### src/rtl/z3_master.sv
// Zorro III bus-master cycle generator: turns single-longword DMA commands into
// arbitrated Zorro III master cycles and returns read data and status.
module z3_master #(
  parameter int unsigned TIMEOUT = 32'd255
) (
  input  logic        CLK,
  input  logic        RESET,
  input  logic        req,
  output logic        ready,
  input  logic [31:0] req_addr,
  input  logic        req_read,
  input  logic [3:0]  req_be,
  input  logic [31:0] req_wdata,
  input  logic        req_hold,
  output logic        done,
  output logic        err,
  output logic [31:0] rdata,
  output logic        BR_n,
  input  logic        BG_n,
  input  logic        FCS_n_in,
  input  logic        DTACK_n,
  input  logic        BERR_n,
  input  logic [31:0] D_IN,
  output logic        MASTER_OE,
  output logic [31:0] A_OUT,
  output logic [2:0]  FC,
  output logic        READ,
  output logic        FCS_n,
  output logic        DOE,
  output logic [3:0]  DS_n,
  output logic        D_OE,
  output logic [31:0] D_OUT
);

  localparam int unsigned CW = (TIMEOUT < 32'd2) ? 32'd1 : $clog2(TIMEOUT + 32'd1);
  localparam logic [CW-1:0] TMO_C = CW'(TIMEOUT);

  typedef enum logic [3:0] {
    ST_IDLE    = 4'd0,
    ST_ARB     = 4'd1,
    ST_ADDR    = 4'd2,
    ST_STROBE  = 4'd3,
    ST_DATA    = 4'd4,
    ST_WAIT    = 4'd5,
    ST_TERM    = 4'd6,
    ST_RELEASE = 4'd7,
    ST_HOLD    = 4'd8
  } state_t;

  state_t state_r, state_nxt_s;

  // Synchronizer bit order: [0] BG_n, [1] DTACK_n, [2] BERR_n, [3] FCS_n_in.
  logic [3:0] sync1_r, sync2_r;
  logic bg_n_s, dtack_n_s, berr_n_s, fcs_n_s;

  logic [31:0] cmd_addr_r, cmd_addr_nxt_s;
  logic        cmd_read_r, cmd_read_nxt_s;
  logic [3:0]  cmd_be_r, cmd_be_nxt_s;
  logic [31:0] cmd_wdata_r, cmd_wdata_nxt_s;
  logic        cmd_hold_r, cmd_hold_nxt_s;

  logic          gnt_q_r, gnt_q_nxt_s;
  logic          addr_vld_r, addr_vld_nxt_s;
  logic [CW-1:0] cnt_r, cnt_nxt_s;
  logic          tmo_r, tmo_nxt_s;
  logic          err_pend_r, err_pend_nxt_s;
  logic [31:0]   rdata_pend_r, rdata_pend_nxt_s;

  logic        br_n_r, br_n_nxt_s;
  logic        master_oe_r, master_oe_nxt_s;
  logic [31:0] a_out_r, a_out_nxt_s;
  logic [2:0]  fc_r, fc_nxt_s;
  logic        read_r, read_nxt_s;
  logic        fcs_n_r, fcs_n_nxt_s;
  logic        doe_r, doe_nxt_s;
  logic [3:0]  ds_n_r, ds_n_nxt_s;
  logic        d_oe_r, d_oe_nxt_s;
  logic [31:0] d_out_r, d_out_nxt_s;
  logic [31:0] rdata_r, rdata_nxt_s;
  logic        done_r, done_nxt_s;
  logic        err_r, err_nxt_s;

  logic ready_s, accept_s, arb_ok_s;
  logic addr_lsb_unused_s;

  assign bg_n_s    = sync2_r[0];
  assign dtack_n_s = sync2_r[1];
  assign berr_n_s  = sync2_r[2];
  assign fcs_n_s   = sync2_r[3];

  // A lost grant in HOLD closes the door so no command is accepted into a dying tenure.
  assign ready_s  = (state_r == ST_IDLE) || ((state_r == ST_HOLD) && !bg_n_s);
  assign accept_s = req && ready_s;
  assign arb_ok_s = !bg_n_s && fcs_n_s && dtack_n_s;
  assign addr_lsb_unused_s = ^req_addr[1:0];

  assign ready     = ready_s;
  assign done      = done_r;
  assign err       = err_r;
  assign rdata     = rdata_r;
  assign BR_n      = br_n_r;
  assign MASTER_OE = master_oe_r;
  assign A_OUT     = a_out_r;
  assign FC        = fc_r;
  assign READ      = read_r;
  assign FCS_n     = fcs_n_r;
  assign DOE       = doe_r;
  assign DS_n      = ds_n_r;
  assign D_OE      = d_oe_r;
  assign D_OUT     = d_out_r;

  // Two-flop synchronizers for the asynchronous bus handshake inputs.
  always_ff @(posedge CLK) begin
    if (RESET) begin
      sync1_r <= 4'hF;
      sync2_r <= 4'hF;
    end else begin
      sync1_r <= {FCS_n_in, BERR_n, DTACK_n, BG_n};
      sync2_r <= sync1_r;
    end
  end

  // Next-state and next-output logic; every register defaults to holding.
  always_comb begin
    state_nxt_s      = state_r;
    cmd_addr_nxt_s   = cmd_addr_r;
    cmd_read_nxt_s   = cmd_read_r;
    cmd_be_nxt_s     = cmd_be_r;
    cmd_wdata_nxt_s  = cmd_wdata_r;
    cmd_hold_nxt_s   = cmd_hold_r;
    gnt_q_nxt_s      = 1'b0;
    addr_vld_nxt_s   = addr_vld_r;
    cnt_nxt_s        = cnt_r;
    tmo_nxt_s        = 1'b0;
    err_pend_nxt_s   = err_pend_r;
    rdata_pend_nxt_s = rdata_pend_r;
    br_n_nxt_s       = br_n_r;
    master_oe_nxt_s  = master_oe_r;
    a_out_nxt_s      = a_out_r;
    fc_nxt_s         = fc_r;
    read_nxt_s       = read_r;
    fcs_n_nxt_s      = fcs_n_r;
    doe_nxt_s        = doe_r;
    ds_n_nxt_s       = ds_n_r;
    d_oe_nxt_s       = d_oe_r;
    d_out_nxt_s      = d_out_r;
    rdata_nxt_s      = rdata_r;
    done_nxt_s       = 1'b0;
    err_nxt_s        = err_r;

    if (accept_s) begin
      cmd_addr_nxt_s  = {req_addr[31:2], 2'b00};
      cmd_read_nxt_s  = req_read;
      cmd_be_nxt_s    = req_be;
      cmd_wdata_nxt_s = req_wdata;
      cmd_hold_nxt_s  = req_hold;
    end else begin
      cmd_hold_nxt_s  = cmd_hold_r;
    end

    case (state_r)
      ST_IDLE: begin
        if (accept_s) begin
          br_n_nxt_s  = 1'b0;
          state_nxt_s = ST_ARB;
        end else begin
          state_nxt_s = ST_IDLE;
        end
      end
      // Grant conditions must hold on two consecutive samples before taking the bus.
      ST_ARB: begin
        if (arb_ok_s && gnt_q_r) begin
          master_oe_nxt_s = 1'b1;
          a_out_nxt_s     = cmd_addr_r;
          read_nxt_s      = cmd_read_r;
          fc_nxt_s        = 3'b101;
          addr_vld_nxt_s  = 1'b1;
          state_nxt_s     = ST_ADDR;
        end else begin
          gnt_q_nxt_s     = arb_ok_s;
        end
      end
      // Entered from HOLD the address still has to be loaded, so ADDR takes an extra cycle.
      ST_ADDR: begin
        if (addr_vld_r) begin
          fcs_n_nxt_s    = 1'b0;
          state_nxt_s    = ST_STROBE;
        end else begin
          a_out_nxt_s    = cmd_addr_r;
          read_nxt_s     = cmd_read_r;
          addr_vld_nxt_s = 1'b1;
        end
      end
      ST_STROBE: begin
        doe_nxt_s = 1'b1;
        if (!cmd_read_r) begin
          d_oe_nxt_s  = 1'b1;
          d_out_nxt_s = cmd_wdata_r;
        end else begin
          d_oe_nxt_s  = 1'b0;
        end
        state_nxt_s = ST_DATA;
      end
      ST_DATA: begin
        ds_n_nxt_s  = ~cmd_be_r;
        cnt_nxt_s   = {CW{1'b0}};
        state_nxt_s = ST_WAIT;
      end
      ST_WAIT: begin
        tmo_nxt_s = (cnt_r == TMO_C);
        cnt_nxt_s = (cnt_r == TMO_C) ? cnt_r : cnt_r + CW'(32'd1);
        if (!berr_n_s || tmo_r) begin
          err_pend_nxt_s = 1'b1;
          state_nxt_s    = ST_TERM;
        end else if (!dtack_n_s) begin
          err_pend_nxt_s = 1'b0;
          if (cmd_read_r) begin
            rdata_pend_nxt_s = D_IN;
          end else begin
            rdata_pend_nxt_s = rdata_pend_r;
          end
          state_nxt_s    = ST_TERM;
        end else begin
          state_nxt_s    = ST_WAIT;
        end
      end
      ST_TERM: begin
        fcs_n_nxt_s = 1'b1;
        ds_n_nxt_s  = 4'hF;
        doe_nxt_s   = 1'b0;
        d_oe_nxt_s  = 1'b0;
        done_nxt_s  = 1'b1;
        err_nxt_s   = err_pend_r;
        if (cmd_read_r && !err_pend_r) begin
          rdata_nxt_s = rdata_pend_r;
        end else begin
          rdata_nxt_s = rdata_r;
        end
        state_nxt_s = ST_RELEASE;
      end
      ST_RELEASE: begin
        if (dtack_n_s && berr_n_s) begin
          if (cmd_hold_r) begin
            state_nxt_s     = ST_HOLD;
          end else begin
            br_n_nxt_s      = 1'b1;
            master_oe_nxt_s = 1'b0;
            fc_nxt_s        = 3'b000;
            state_nxt_s     = ST_IDLE;
          end
        end else begin
          state_nxt_s = ST_RELEASE;
        end
      end
      ST_HOLD: begin
        if (bg_n_s || (!accept_s && !req_hold)) begin
          br_n_nxt_s      = 1'b1;
          master_oe_nxt_s = 1'b0;
          fc_nxt_s        = 3'b000;
          state_nxt_s     = ST_IDLE;
        end else if (accept_s) begin
          addr_vld_nxt_s  = 1'b0;
          state_nxt_s     = ST_ADDR;
        end else begin
          state_nxt_s     = ST_HOLD;
        end
      end
      default: begin
        br_n_nxt_s      = 1'b1;
        master_oe_nxt_s = 1'b0;
        fc_nxt_s        = 3'b000;
        fcs_n_nxt_s     = 1'b1;
        doe_nxt_s       = 1'b0;
        ds_n_nxt_s      = 4'hF;
        d_oe_nxt_s      = 1'b0;
        state_nxt_s     = ST_IDLE;
      end
    endcase
  end

  // State, command and output registers.
  always_ff @(posedge CLK) begin
    if (RESET) begin
      state_r      <= ST_IDLE;
      cmd_addr_r   <= 32'h0000_0000;
      cmd_read_r   <= 1'b1;
      cmd_be_r     <= 4'h0;
      cmd_wdata_r  <= 32'h0000_0000;
      cmd_hold_r   <= 1'b0;
      gnt_q_r      <= 1'b0;
      addr_vld_r   <= 1'b0;
      cnt_r        <= {CW{1'b0}};
      tmo_r        <= 1'b0;
      err_pend_r   <= 1'b0;
      rdata_pend_r <= 32'h0000_0000;
      br_n_r       <= 1'b1;
      master_oe_r  <= 1'b0;
      a_out_r      <= 32'h0000_0000;
      fc_r         <= 3'b000;
      read_r       <= 1'b1;
      fcs_n_r      <= 1'b1;
      doe_r        <= 1'b0;
      ds_n_r       <= 4'hF;
      d_oe_r       <= 1'b0;
      d_out_r      <= 32'h0000_0000;
      rdata_r      <= 32'h0000_0000;
      done_r       <= 1'b0;
      err_r        <= 1'b0;
    end else begin
      state_r      <= state_nxt_s;
      cmd_addr_r   <= cmd_addr_nxt_s;
      cmd_read_r   <= cmd_read_nxt_s;
      cmd_be_r     <= cmd_be_nxt_s;
      cmd_wdata_r  <= cmd_wdata_nxt_s;
      cmd_hold_r   <= cmd_hold_nxt_s;
      gnt_q_r      <= gnt_q_nxt_s;
      addr_vld_r   <= addr_vld_nxt_s;
      cnt_r        <= cnt_nxt_s;
      tmo_r        <= tmo_nxt_s;
      err_pend_r   <= err_pend_nxt_s;
      rdata_pend_r <= rdata_pend_nxt_s;
      br_n_r       <= br_n_nxt_s;
      master_oe_r  <= master_oe_nxt_s;
      a_out_r      <= a_out_nxt_s;
      fc_r         <= fc_nxt_s;
      read_r       <= read_nxt_s;
      fcs_n_r      <= fcs_n_nxt_s;
      doe_r        <= doe_nxt_s;
      ds_n_r       <= ds_n_nxt_s;
      d_oe_r       <= d_oe_nxt_s;
      d_out_r      <= d_out_nxt_s;
      rdata_r      <= rdata_nxt_s;
      done_r       <= done_nxt_s;
      err_r        <= err_nxt_s;
    end
  end

endmodule

### config.mk
export PLATFORM = sky130hd
export DESIGN_NAME = z3_master
export DESIGN_NICKNAME = d
export VERILOG_FILES = /design/src/rtl/z3_master.sv
export SDC_FILE = /design/constraint.sdc
export NUM_CORES = 1
export LEC_CHECK = 0
export ABC_CLOCK_PERIOD_IN_PS = 2100
export CAP_MARGIN = 30
export CELL_PAD_IN_SITES_DETAIL_PLACEMENT = 1
export CELL_PAD_IN_SITES_GLOBAL_PLACEMENT = 1
export CORE_ASPECT_RATIO = 2
export CORE_UTILIZATION = 35
export CTS_BUF_LIST = sky130_fd_sc_hd__clkbuf_16
export CTS_CLUSTER_DIAMETER = 80
export DETAILED_ROUTE_END_ITERATION = 8
export PLACE_DENSITY = 0.75
export SYNTH_ARGS = -nofsm -noshare
export SYNTH_HDL_FRONTEND = slang
export SYNTH_SLANG_ARGS = --single-unit
### constraint.sdc
create_clock -name CLK -period 2.1 [get_ports CLK]
set_input_delay 0.42 -clock CLK [delete_from_list [all_inputs] [get_ports CLK]]
set_output_delay 0.42 -clock CLK [all_outputs]
set_load 0.03 [all_outputs]
==> reports/metrics.sh <==
DIE_AREA_MM2=0.02508
CTS_ROOT_BUF='sky130_fd_sc_hd__clkbuf_16'
CRITICAL_PATH_PEAK_FANOUT=4
VIA_COUNT_OF_THE_FIRST_GLOBAL_ROUTING_PASS=7963
DRT_FIRST_ITER_VIOLATIONS=252
GRT_SETUP_UNREPAIRED='no'
WL_PER_CELL_UM=16.76
TIMING.CRITICAL_PATH.TO_TYPE='output pin'
STATUS='complete, no violations'
WORST_SLEW_MARGIN_REL=0.6012
CRITPATHLAUNCHTYPE='register'
DETAIL_ROUTE.VIAS_PER_CELL=4.998
FINAL_PERIOD_MINUS_WORST_SETUP_SLACK_PS=2024
COUNT_OF_BUFFERING_CELLS_ON_THE_CRITICAL_PATH_WITH_INVERTERS_INCLUDED=1
POST_CTS_BUFFERS=0
FINAL_HOLD_VIOL_COUNT=0
SETUP_TOTAL_NEGATIVE_SLACK_PS=0
POWER.DENSITY_mW_PER_MM2=963.3
NUMCLOCKSINKS=230
MAXCAPVIOLCOUNT=0
ASYNC_FLOP_SHARE=0
ROUTED_WL_UM=25910
CTS_HTREE_LEVELS=1
SYN2LAYOUT_AREA_GROWTH_PCT=39.01
DETAILED_PLACE.AREA_MM2=0.01114
YOSYS.CELL_TYPES.COUNT=55
CRITICAL_PATH_ARRIVAL_PS=1600
ANT_NETS=0
SYNTH_EDF_COUNT=0
START_UTIL=0.3572
INSERTION_DELAY_PS=520
CRITICAL-PATH-TOP-DELAY-FAMILY='buffers and inverters'
SYNTHDOMINANTAREACELLTYPE='sky130_fd_sc_hd__dfxtp_1'
POST-DP-HPWL_UM=17420
DIE_WIDTH_UM=112.5
POSTSYNTHREGISTERBITS=230
FIN_TOTAL_PWR_W=0.01144
POST-ROUTE-PERIOD-UTIL=0.9640
IO_BUFFERS=215
MULTIINPUTGATEAREA_MM2=0.003621
CORE_REGION_AREA_MM2=0.02392
GP_CONGESTION=0.8442
CRIT_REQUIRED_PS=1680
POWER.LEAKAGE_nW=4.129
MAIN_SYNTH_FF_TYPE='sky130_fd_sc_hd__dfxtp_1'
UTILIZATION=0.4965
ROWS=80
PATH_CELLS='clkdlybuf4s50_1'
CP_PEAK_STAGE_DELAY_PS=720
DIE_H_UM=223.0
FF_LATCH_AREA_MM2=0.004609
CTS_TREE='done'
CTS.REPORTEDPATHS.CLKPINSLEW_PS=60
GRT.OVERFLOW.TOTAL=0
GRT_UTIL_ALL_LAYERS=0.2055
CELL_TYPES_WITH_THE_LARGEST_AREA_SHARE_AFTER_SYNTHESIS='sky130_fd_sc_hd__dfxtp_1 (54%), sky130_fd_sc_hd__nand2_1 (18%), sky130_fd_sc_hd__a21oi_1 (10%)'
IO-PIN-COUNT=221
CRIT_TYPE='reg -> out'
LAYOUT-DRIVE-GT1-SHARE=0.07319
SLOWEST_CELL_ON_CRIT_PATH='sky130_fd_sc_hd__clkdlybuf4s50_1'
YOSYS.AREA.TOP_TYPE_SHARE=0.5389
GRT_MAX_DEGREE=123
SYNTHESIS.YOSYS.WARNINGS=0
NNETSFINAL=1353
CLOCK.FMAX_GHz=0.4940
SETUP-VIOLATIONS-FINAL=0
FINAL-MAX-SLEW-VIOLATION-COUNT=0
FILLER_CELL_COUNT=2806
POWER.IR.VDD_WORST_mV=0.6553
SYNTH_SEQUENTIAL_AREA_RATIO=0.5389
TIGHTEST_SLEW_PS=598.2
SYNTH.CELL_AREA_MM2=0.008544
CLOCK-SKEW-FINAL_PS=8.068
GLOBAL_ROUTE_WIRE_LENGTH_BEFORE_REPAIR_UM=40970
DETAILROUTE.VIA_COUNT=7727
POSTLAYOUTCELLAREA_MM2=0.01188
CLK_PATH_BUF_DEPTH=3
GRT_ANTENNA_BEFORE_REPAIR=3
SYN_INST_COUNT=1049
DRTPASS1ITERATIONS=4
HOLDCRITPATHCLASS='in -> reg'
TRITONCTS.NUM_BUFFERS=22
SYNTH_AREA_PER_CELL_UM2=8.145
DRC_VIOLATIONS=0
[metrics by stage]
step	std cells	worst slack (ps)	hold slack (ps)
3_3_place_gp	1508	276.8	397.4
6_report	1546	75.51	166.7
2_1_floorplan	1051	181.7	389.5
4_1_cts	1544	1.987	143.8
3_5_place_dp	1508	181.8	397.4
5_1_grt	1546	24.25	155.9
[placed cells by master, fill, tap and decap left out, drive strengths merged, types with 3 or more instances in the layout]
cell           count
or3                3
or4                5
clkdlybuf4s50    212
buf               34
nand3b             5
clkbuf            23
nand3              7
a21oi            175
clkinv            10
nor3               5
dfxtp            230
conb               3
nand2            409
inv                5
o21ai             11
bufinv             3
nand4              3
or2               11
nor2b              3
and3               5
nor2              15
o211ai             9
nand2b             5
mux2i             33
[state kept, by name, indices dropped and copies added, names as in the netlist, 4 cells and up]
name and count:
sync1_r 4, cmd_wdata_r 32, D_OUT 32, sync2_r 4, DS_n 4, state_r 4
A_OUT 30, rdata_pend_r 32, cmd_be_r 4, cnt_r 8, rdata 32, cmd_addr_r 30
[where the power goes]
group	total [W]	internal (W)	switching, W
Sequential	0.00498	0.00473	0.000249
Combinational	0.00239	0.00104	0.00135
Clock	0.00407	0.00235	0.00172
[synth_stat cells (all sizes together), types with 4 or more instances]
cell and instances:
dfxtp 230, nand2 409, o21ai 11, nand3 7
clkbuf 44, or2 11, and3 5, nand2b 5
a21oi 175, or4 5, inv 4, nor3 5
nand3b 5, mux2i 33, nor2 15, o211ai 9
buf 35
[final timing paths]
| kind | start | end | slack, ps | depth (start not counted) |
|---|---|---|---|---|
| worst max-delay path | DOE | DOE | 80 | 1 |
| worst min-delay path | RESET | cmd_addr_r[30] | 170 | 2 |
| worst max register to register | state_r[0] | A_OUT[6] | 200 | 6 |
| worst min register to register | sync1_r[1] | sync2_r[1] | 420 | 1 |
[metal layers]
layer | part of all wire | global-route usage | up-vias | wire length [µm]
li1 | - | - | 3814 | -
met2 | 0.56 | 0.4057 | 149 | 14610
met4 | 0.027 | 0.08602 | 2 | 687
met1 | 0.36 | 0.2038 | 3725 | 9417
met5 | 0.00042 | 0 | - | 11
met3 | 0.046 | 0.03993 | 37 | 1182
[cell families (layout without fill, tap and decap cells)]
logic type,Yosys count,count (layout),synth area share
AND/OR/NAND/NOR,488,488,0.2419
flip-flops,230,230,0.5389
AO/OA/AOI/OAI,211,211,0.1327
buffers and inverters,83,289,0.04393
multiplexers,33,33,0.03866
XOR/XNOR,2,2,0.002050
adder cells (fa/ha/maj),1,1,0.001464
other,1,5,0.0004389
[layout make-up]
cell class                 instances  area share
tap                              287     0.03023
timing repair buffer             247      0.2142
inverter                           4    0.001264
multi-input combinational        738      0.3049
clock buffer                      23     0.04846
sequential                       230      0.3881
clock inverter                    15     0.01254
antenna                            2   0.0004214
[repair_timing]
item,4_1_cts,5_1_grt
setup endpoints to repair,1,3
hold buffers,0,0
gates resized for setup,5,2
(Power assumes the default switching activity.)
